[config.mk]
export PLATFORM = sky130hd
export DESIGN_NAME = shot_controller
export DESIGN_NICKNAME = d
export VERILOG_FILES = /design/src/rtl/shot_controller.sv
export SDC_FILE = /design/constraint.sdc
export NUM_CORES = 1
export LEC_CHECK = 0
export ABC_CLOCK_PERIOD_IN_PS = 8810
export BUFFER_PORTS_ARGS = -buffer_cell sky130_fd_sc_hd__buf_4
export CELL_PAD_IN_SITES_DETAIL_PLACEMENT = 1
export CELL_PAD_IN_SITES_GLOBAL_PLACEMENT = 1
export CORE_UTILIZATION = 50
export CTS_CLUSTER_DIAMETER = 120
export DETAILED_ROUTE_END_ITERATION = 16
export PLACE_DENSITY_LB_ADDON = 0.3
export SLEW_MARGIN = 15
export SYNTH_ARGS = -nofsm -noshare
export SYNTH_HDL_FRONTEND = slang
export SYNTH_SLANG_ARGS = --single-unit
[constraint.sdc]
create_clock -name clk -period 8.81 [get_ports clk]
set_clock_uncertainty 0.15 [all_clocks]
set_input_delay 0.4405 -clock clk [delete_from_list [all_inputs] [get_ports clk]]
set_output_delay 0.4405 -clock clk [all_outputs]
set_load 0.01 [all_outputs]
[src/rtl/shot_controller.sv]
// shot_controller
//   Turns debounced key levels into an aimed, power-charged shot.
//   IDLE   -> AIM when all balls have stopped (drawLine) and the game is live.
//   AIM    : left/right step the aim direction once every FRAMES_PER_STEP frames.
//   CHARGE : holding shoot raises power once every POWER_FRAMES frames (max 15).
//   FIRE   : one cycle; pulses lineWriteEnable and presents the shot velocity.
//   WAIT   : holds off until balls move (drawLine low) or WAIT_TIMEOUT frames pass.
//
// Ports
//   clk, resetN            : clock, asynchronous active-low reset
//   startOfFrame           : one-cycle pulse per video frame
//   drawLine               : high when all balls are stopped (shot permitted)
//   gameFinished           : high when no further shots are allowed
//   keyLeft/keyRight/keyShoot : debounced active-high key levels
//   lineWriteEnable        : one-cycle pulse in the FIRE cycle
//   aiming                 : high in AIM or CHARGE (combinational from state)
//   aimDir                 : direction index 0..15 (0 = right, 4 = down)
//   power                  : charge level 0..15
//   shotVelX/shotVelY      : signed shot velocity, X right-positive, Y down-positive
module shot_controller #(
    parameter int FRAMES_PER_STEP = 4,
    parameter int POWER_FRAMES    = 3,
    parameter int WAIT_TIMEOUT    = 8
) (
    input  logic               clk,
    input  logic               resetN,
    input  logic               startOfFrame,
    input  logic               drawLine,
    input  logic               gameFinished,
    input  logic               keyLeft,
    input  logic               keyRight,
    input  logic               keyShoot,
    output logic               lineWriteEnable,
    output logic               aiming,
    output logic [3:0]         aimDir,
    output logic [3:0]         power,
    output logic signed [9:0]  shotVelX,
    output logic signed [9:0]  shotVelY
);

    typedef enum logic [2:0] {IDLE, AIM, CHARGE, FIRE, WAIT} stateType;

    localparam logic [7:0] STEP_LAST  = 8'(FRAMES_PER_STEP - 1);
    localparam logic [7:0] POWER_LAST = 8'(POWER_FRAMES - 1);
    localparam logic [7:0] WAIT_LAST  = 8'(WAIT_TIMEOUT - 1);

    stateType          state, stateNext;
    logic [7:0]        frameCnt, frameCntNext;
    logic [3:0]        aimDirNext, powerNext;
    logic              lweNext;
    logic signed [9:0] velXNext, velYNext;
    logic              keyShootPrev;
    logic              abortReq, shootRise, oneKey;

    // X component of the unit direction table, scaled by 8.
    function automatic logic signed [4:0] dirDx(input logic [3:0] d);
        logic signed [4:0] r;
        r = '0;
        case (d)
            4'd0:  r =  5'sd8;
            4'd1:  r =  5'sd7;
            4'd2:  r =  5'sd6;
            4'd3:  r =  5'sd3;
            4'd4:  r =  5'sd0;
            4'd5:  r = -5'sd3;
            4'd6:  r = -5'sd6;
            4'd7:  r = -5'sd7;
            4'd8:  r = -5'sd8;
            4'd9:  r = -5'sd7;
            4'd10: r = -5'sd6;
            4'd11: r = -5'sd3;
            4'd12: r =  5'sd0;
            4'd13: r =  5'sd3;
            4'd14: r =  5'sd6;
            4'd15: r =  5'sd7;
            default: r = '0;
        endcase
        return r;
    endfunction

    // Direction component times (power+1); |result| <= 8*16 = 128 fits in 10 bits.
    function automatic logic signed [9:0] scaleVel(input logic signed [4:0] comp,
                                                   input logic [3:0]        pw);
        logic signed [9:0] c, m;
        c = {{5{comp[4]}}, comp};
        m = {6'd0, pw} + 10'sd1;
        return c * m;
    endfunction

    function automatic logic [3:0] satIncPower(input logic [3:0] p);
        return (p == 4'd15) ? 4'd15 : p + 4'd1;
    endfunction

    assign aiming    = (state == AIM) || (state == CHARGE);
    assign abortReq  = !drawLine || gameFinished;
    assign shootRise = keyShoot && !keyShootPrev;
    assign oneKey    = keyLeft ^ keyRight;

    always_ff @(posedge clk or negedge resetN) begin
        if (!resetN) begin
            state           <= IDLE;
            frameCnt        <= '0;
            aimDir          <= '0;
            power           <= '0;
            lineWriteEnable <= 1'b0;
            shotVelX        <= '0;
            shotVelY        <= '0;
            keyShootPrev    <= 1'b0;
        end else begin
            state           <= stateNext;
            frameCnt        <= frameCntNext;
            aimDir          <= aimDirNext;
            power           <= powerNext;
            lineWriteEnable <= lweNext;
            shotVelX        <= velXNext;
            shotVelY        <= velYNext;
            keyShootPrev    <= keyShoot;
        end
    end

    // The shot is computed on the CHARGE->FIRE transition so that the pulse
    // and the new velocity appear together in the FIRE cycle.
    always_comb begin
        stateNext    = state;
        frameCntNext = frameCnt;
        aimDirNext   = aimDir;
        powerNext    = power;
        lweNext      = 1'b0;
        velXNext     = shotVelX;
        velYNext     = shotVelY;
        case (state)
            IDLE: begin
                powerNext    = '0;
                frameCntNext = '0;
                if (drawLine && !gameFinished) stateNext = AIM;
            end
            AIM: begin
                if (abortReq) begin
                    stateNext    = IDLE;
                    frameCntNext = '0;
                end else if (shootRise) begin
                    stateNext    = CHARGE;
                    powerNext    = '0;
                    frameCntNext = '0;
                end else if (!oneKey) begin
                    frameCntNext = '0;
                end else if (startOfFrame) begin
                    if (frameCnt == STEP_LAST) begin
                        frameCntNext = '0;
                        aimDirNext   = keyRight ? aimDir + 4'd1 : aimDir - 4'd1;
                    end else begin
                        frameCntNext = frameCnt + 8'd1;
                    end
                end
            end
            CHARGE: begin
                if (abortReq) begin
                    stateNext    = IDLE;
                    frameCntNext = '0;
                end else if (!keyShoot) begin
                    stateNext    = FIRE;
                    frameCntNext = '0;
                    lweNext      = 1'b1;
                    velXNext     = scaleVel(dirDx(aimDir), power);
                    // DY table is the DX table rotated by a quarter turn.
                    velYNext     = scaleVel(dirDx(aimDir - 4'd4), power);
                end else if (startOfFrame) begin
                    if (frameCnt == POWER_LAST) begin
                        frameCntNext = '0;
                        powerNext    = satIncPower(power);
                    end else begin
                        frameCntNext = frameCnt + 8'd1;
                    end
                end
            end
            FIRE: begin
                stateNext    = WAIT;
                frameCntNext = '0;
            end
            WAIT: begin
                if (!drawLine) begin
                    stateNext    = IDLE;
                    frameCntNext = '0;
                end else if (startOfFrame) begin
                    if (frameCnt == WAIT_LAST) begin
                        stateNext    = IDLE;
                        frameCntNext = '0;
                    end else begin
                        frameCntNext = frameCnt + 8'd1;
                    end
                end
            end
            default: begin
                stateNext    = IDLE;
                frameCntNext = '0;
            end
        endcase
    end

endmodule

==> flow_summary.ini <==
[power_and_ir_drop]
ir_drop_v = 0.0000658
leakagePower_uw = 0.00216
p_per_area_nw_per_um2 = 100

[detailed_routing]
drt-total-wl_mm = 9.47
drc_errors = 0
drtPass1Iterations = 4
num_vias = 3065
via_per_inst = 5.51
drt-initial-drc-count = 202
postRouteAntennaNets = 0
wl_per_cell_um = 17.0

[clock_tree]
clockBufferDepth = 2
cts.clk_slew.worst_paths_ns = 0.09
ctsHoldBuffers = 1
numCtsBuffers = 5
postCtsResizedCells = 0
cts_sinks = 40
clock_latency_ns = 0.30
cts_tree = built
post_cts_buffers = 0
htree_num_levels = 2
cts-root-buf = clkbuf_8

[min_path]
holdPathEnd = keyShootPrev$_DFF_PN0_
min_path_type = input port to register
worstHoldStart = keyShoot
hold_depth = 1

[worst_setup_path]
worst_setup_path_end_kind = register
r2r_setup_slack_ns = 3.63
critPathKind = register to register
critical-path-top-delay-family = adder cells
r2r-end = shotVelY[9]$_DFFE_PN0P_
worstPathArrival_ns = 5.21
path_buf_inv = 2
cp.required_ns = 8.84
slowest_delay_ns = 0.61
start_kind = register
path_cells = inv_1 > ha_1 > mux2_2 > nand2_1 > o21ai_0 > nand2b_1 > fa_1 > fa_1 > fa_1 > inv_1 > fa_1 > a21o_1 > a21oi_1 > o21bai_1 > a21oi_1 > xnor2_1 > o21ai_0
reg2regPathDepth = 17
r2r-start = aimDir[0]$_DFFE_PN0P_
crit_path_max_fanout = 11
cp_slowest_cell = dfrtp_1
crit_path_frequent_cell = fa_1

[place]
place_area_um2 = 4100
gp_congestion = 0.867
dp_hpwl_mm = 7.33
dp_slack_ns = 3.67
portBuffers = 37

[floorplanning]
fp.dieH_um = 88.8
die_w_um = 88.8
rows = 31
coreArea_um2 = 7250
dieArea_um2 = 7880
start_util = 0.519
ios = 38

[synth]
yosysSeqAreaShare = 0.266
async_flop_share = 1.00
synthCells = 424
syn_avg_cell_area_um2 = 8.88
ys.warnings.count = 0
synth_area_um2 = 3760
synth_ff_type = dfrtp_1
ys_ff_latch = 40
ys_types = 52
synth_fp_nets = 502
synth-edff-count = 0

[grt]
antenna_found_initial = 0
grt_pass1_vias = 3206
grt_use_total = 0.260
gr-total-overflow = 0
grt_max_degree = 41
grt_pass1_wl_mm = 15.6

[outcome]
status = finished clean

[sta]
worstMarginPinSlew_ns = 0.868
slew_headroom = 0.421
slew_viol_final = 0
max_freq_mhz = 193
fin_setup_tns_ns = 0
setup_slack_ns = 3.63
hold_ws_ns = 0.147
hold_viol_final = 0
setup_viol_count_final = 0
rsz0062_at_grt = false
finalCriticalPeriod_ns = 5.18
finalCritPeriodShare = 0.587

[final_layout]
layout-drive-gt1-share = 0.136
final_net_count = 534
antenna-diode-count = 0
area_delta_synth_final_pct = 12.4
postLayoutCellArea_um2 = 4230

[flow_run]
drv_cap = 0
==> synth_stat cells, types with 2 or more instances <==
cell type,n,share of area
and2_1,5,0.0083
mux2_2,2,0.0060
fa_1,21,0.11
ha_1,49,0.16
o21ai_1,2,0.0027
a21o_1,5,0.010
mux2i_1,2,0.0053
buf_4,3,0.0060
nand2_1,61,0.061
a31oi_1,2,0.0033
a21oi_1,20,0.027
nand3_1,9,0.012
o21bai_1,4,0.0080
a2bb2oi_1,5,0.012
xnor2_1,16,0.037
xor2_1,5,0.012
o31ai_2,5,0.017
o2bb2ai_1,2,0.0047
inv_1,50,0.050
buf_6,2,0.0060
clkbuf_1,8,0.0080
nand2b_1,7,0.012
o21ai_0,20,0.027
nor2b_1,11,0.018
o31ai_1,3,0.0060
nor2_1,35,0.035
dfrtp_1,40,0.27
nand4_1,2,0.0033
nor3_1,2,0.0027
a32o_1,4,0.011
==> sequential cells by signal, indices dropped and copies added, names as in the netlist <==
| register | count |
|---|---|
| shotVelX | 10 |
| shotVelY | 9 |
| frameCnt | 8 |
| aimDir | 4 |
| power | 4 |
| state | 3 |
| keyShootPrev | 1 |
| lineWriteEnable | 1 |
==> how the worst max path moves through the flow <==
| stage | start | endpoint | slack, ns | cells after the start |
|---|---|---|---|---|
| after global placement | aimDir[0]$_DFFE_PN0P_ | shotVelY[9]$_DFFE_PN0P_ | 3.95 | 17 |
| after CTS | aimDir[0]$_DFFE_PN0P_ | shotVelY[9]$_DFFE_PN0P_ | 3.59 | 17 |
| after floorplan | aimDir[0]$_DFFE_PN0P_ | shotVelY[9]$_DFFE_PN0P_ | 4.05 | 18 |
| final | aimDir[0]$_DFFE_PN0P_ | shotVelY[9]$_DFFE_PN0P_ | 3.63 | 17 |
| after detailed placement | aimDir[0]$_DFFE_PN0P_ | shotVelY[9]$_DFFE_PN0P_ | 3.67 | 17 |
| after global routing | aimDir[0]$_DFFE_PN0P_ | shotVelY[9]$_DFFE_PN0P_ | 3.33 | 17 |
==> through the flow <==
stage               cells   util  total power, uW
finish                556  0.583              423
global route          556  0.583              443
CTS                   556  0.583              427
detailed placement    547  0.565              254
global placement      547  0.565              250
floorplan             424      -              226
==> routing by layer <==
layer	global-route usage	up-vias	share of wire
li1	-	1466	-
met1	0.301	1524	0.42
met2	0.495	60	0.53
met3	0.0364	15	0.035
met4	0.0748	0	0.019
met5	0	-	0
==> power by group <==
group / total [uW] / leakage [uW] / internal [uW] / switching [uW]
registers: 201 / 0.000539 / 193 / 7.74
logic: 48.3 / 0.00156 / 22.4 / 26.0
clock network: 174 / 0.0000645 / 100 / 74.1
==> kinds of logic (layout without fill, tap and decap cells) <==
logic type      after synthesis  count (layout)  share of synthesized area
xor+xnor                     21              21                     0.0489
mux                           4               4                     0.0113
compound gates               80              80                      0.146
fa+ha+maj                    70              70                      0.275
buf+inv                      65              98                     0.0718
flops                        40              40                      0.266
simple gates                144             144                      0.181
==> layout make-up <==
| type | instances | area (um2) |
|---|---|---|
| Inverter | 51 | 191 |
| Clock inverter | 1 | 30.0 |
| Clock buffer | 7 | 96.3 |
| Multi-Input combinational cell | 319 | 2490 |
| Fill cell | 882 | 3020 |
| Tap cell | 99 | 124 |
| Sequential cell | 40 | 1000 |
| Timing Repair Buffer | 39 | 295 |
==> placed cells by master, fill, tap and decap left out, types with 2 or more instances in the layout <==
cell       count
clkbuf_8       7
nor3_1         2
and2_1         5
o21bai_1       4
a21oi_1       20
nor2b_1       11
mux2_2         2
ha_1          49
xnor2_1       16
inv_1         50
a21o_1         5
nor2_1        35
o21ai_1        2
dfrtp_1       40
o2bb2ai_1      2
o31ai_2        5
buf_4         38
nand2_1       61
a31oi_1        2
a32o_1         4
nand3_1        9
mux2i_1        2
xor2_1         5
o31ai_1        3
nand2b_1       7
o21ai_0       20
a2bb2oi_1      5
fa_1          21
nand4_1        2
(Power assumes the default switching activity.)
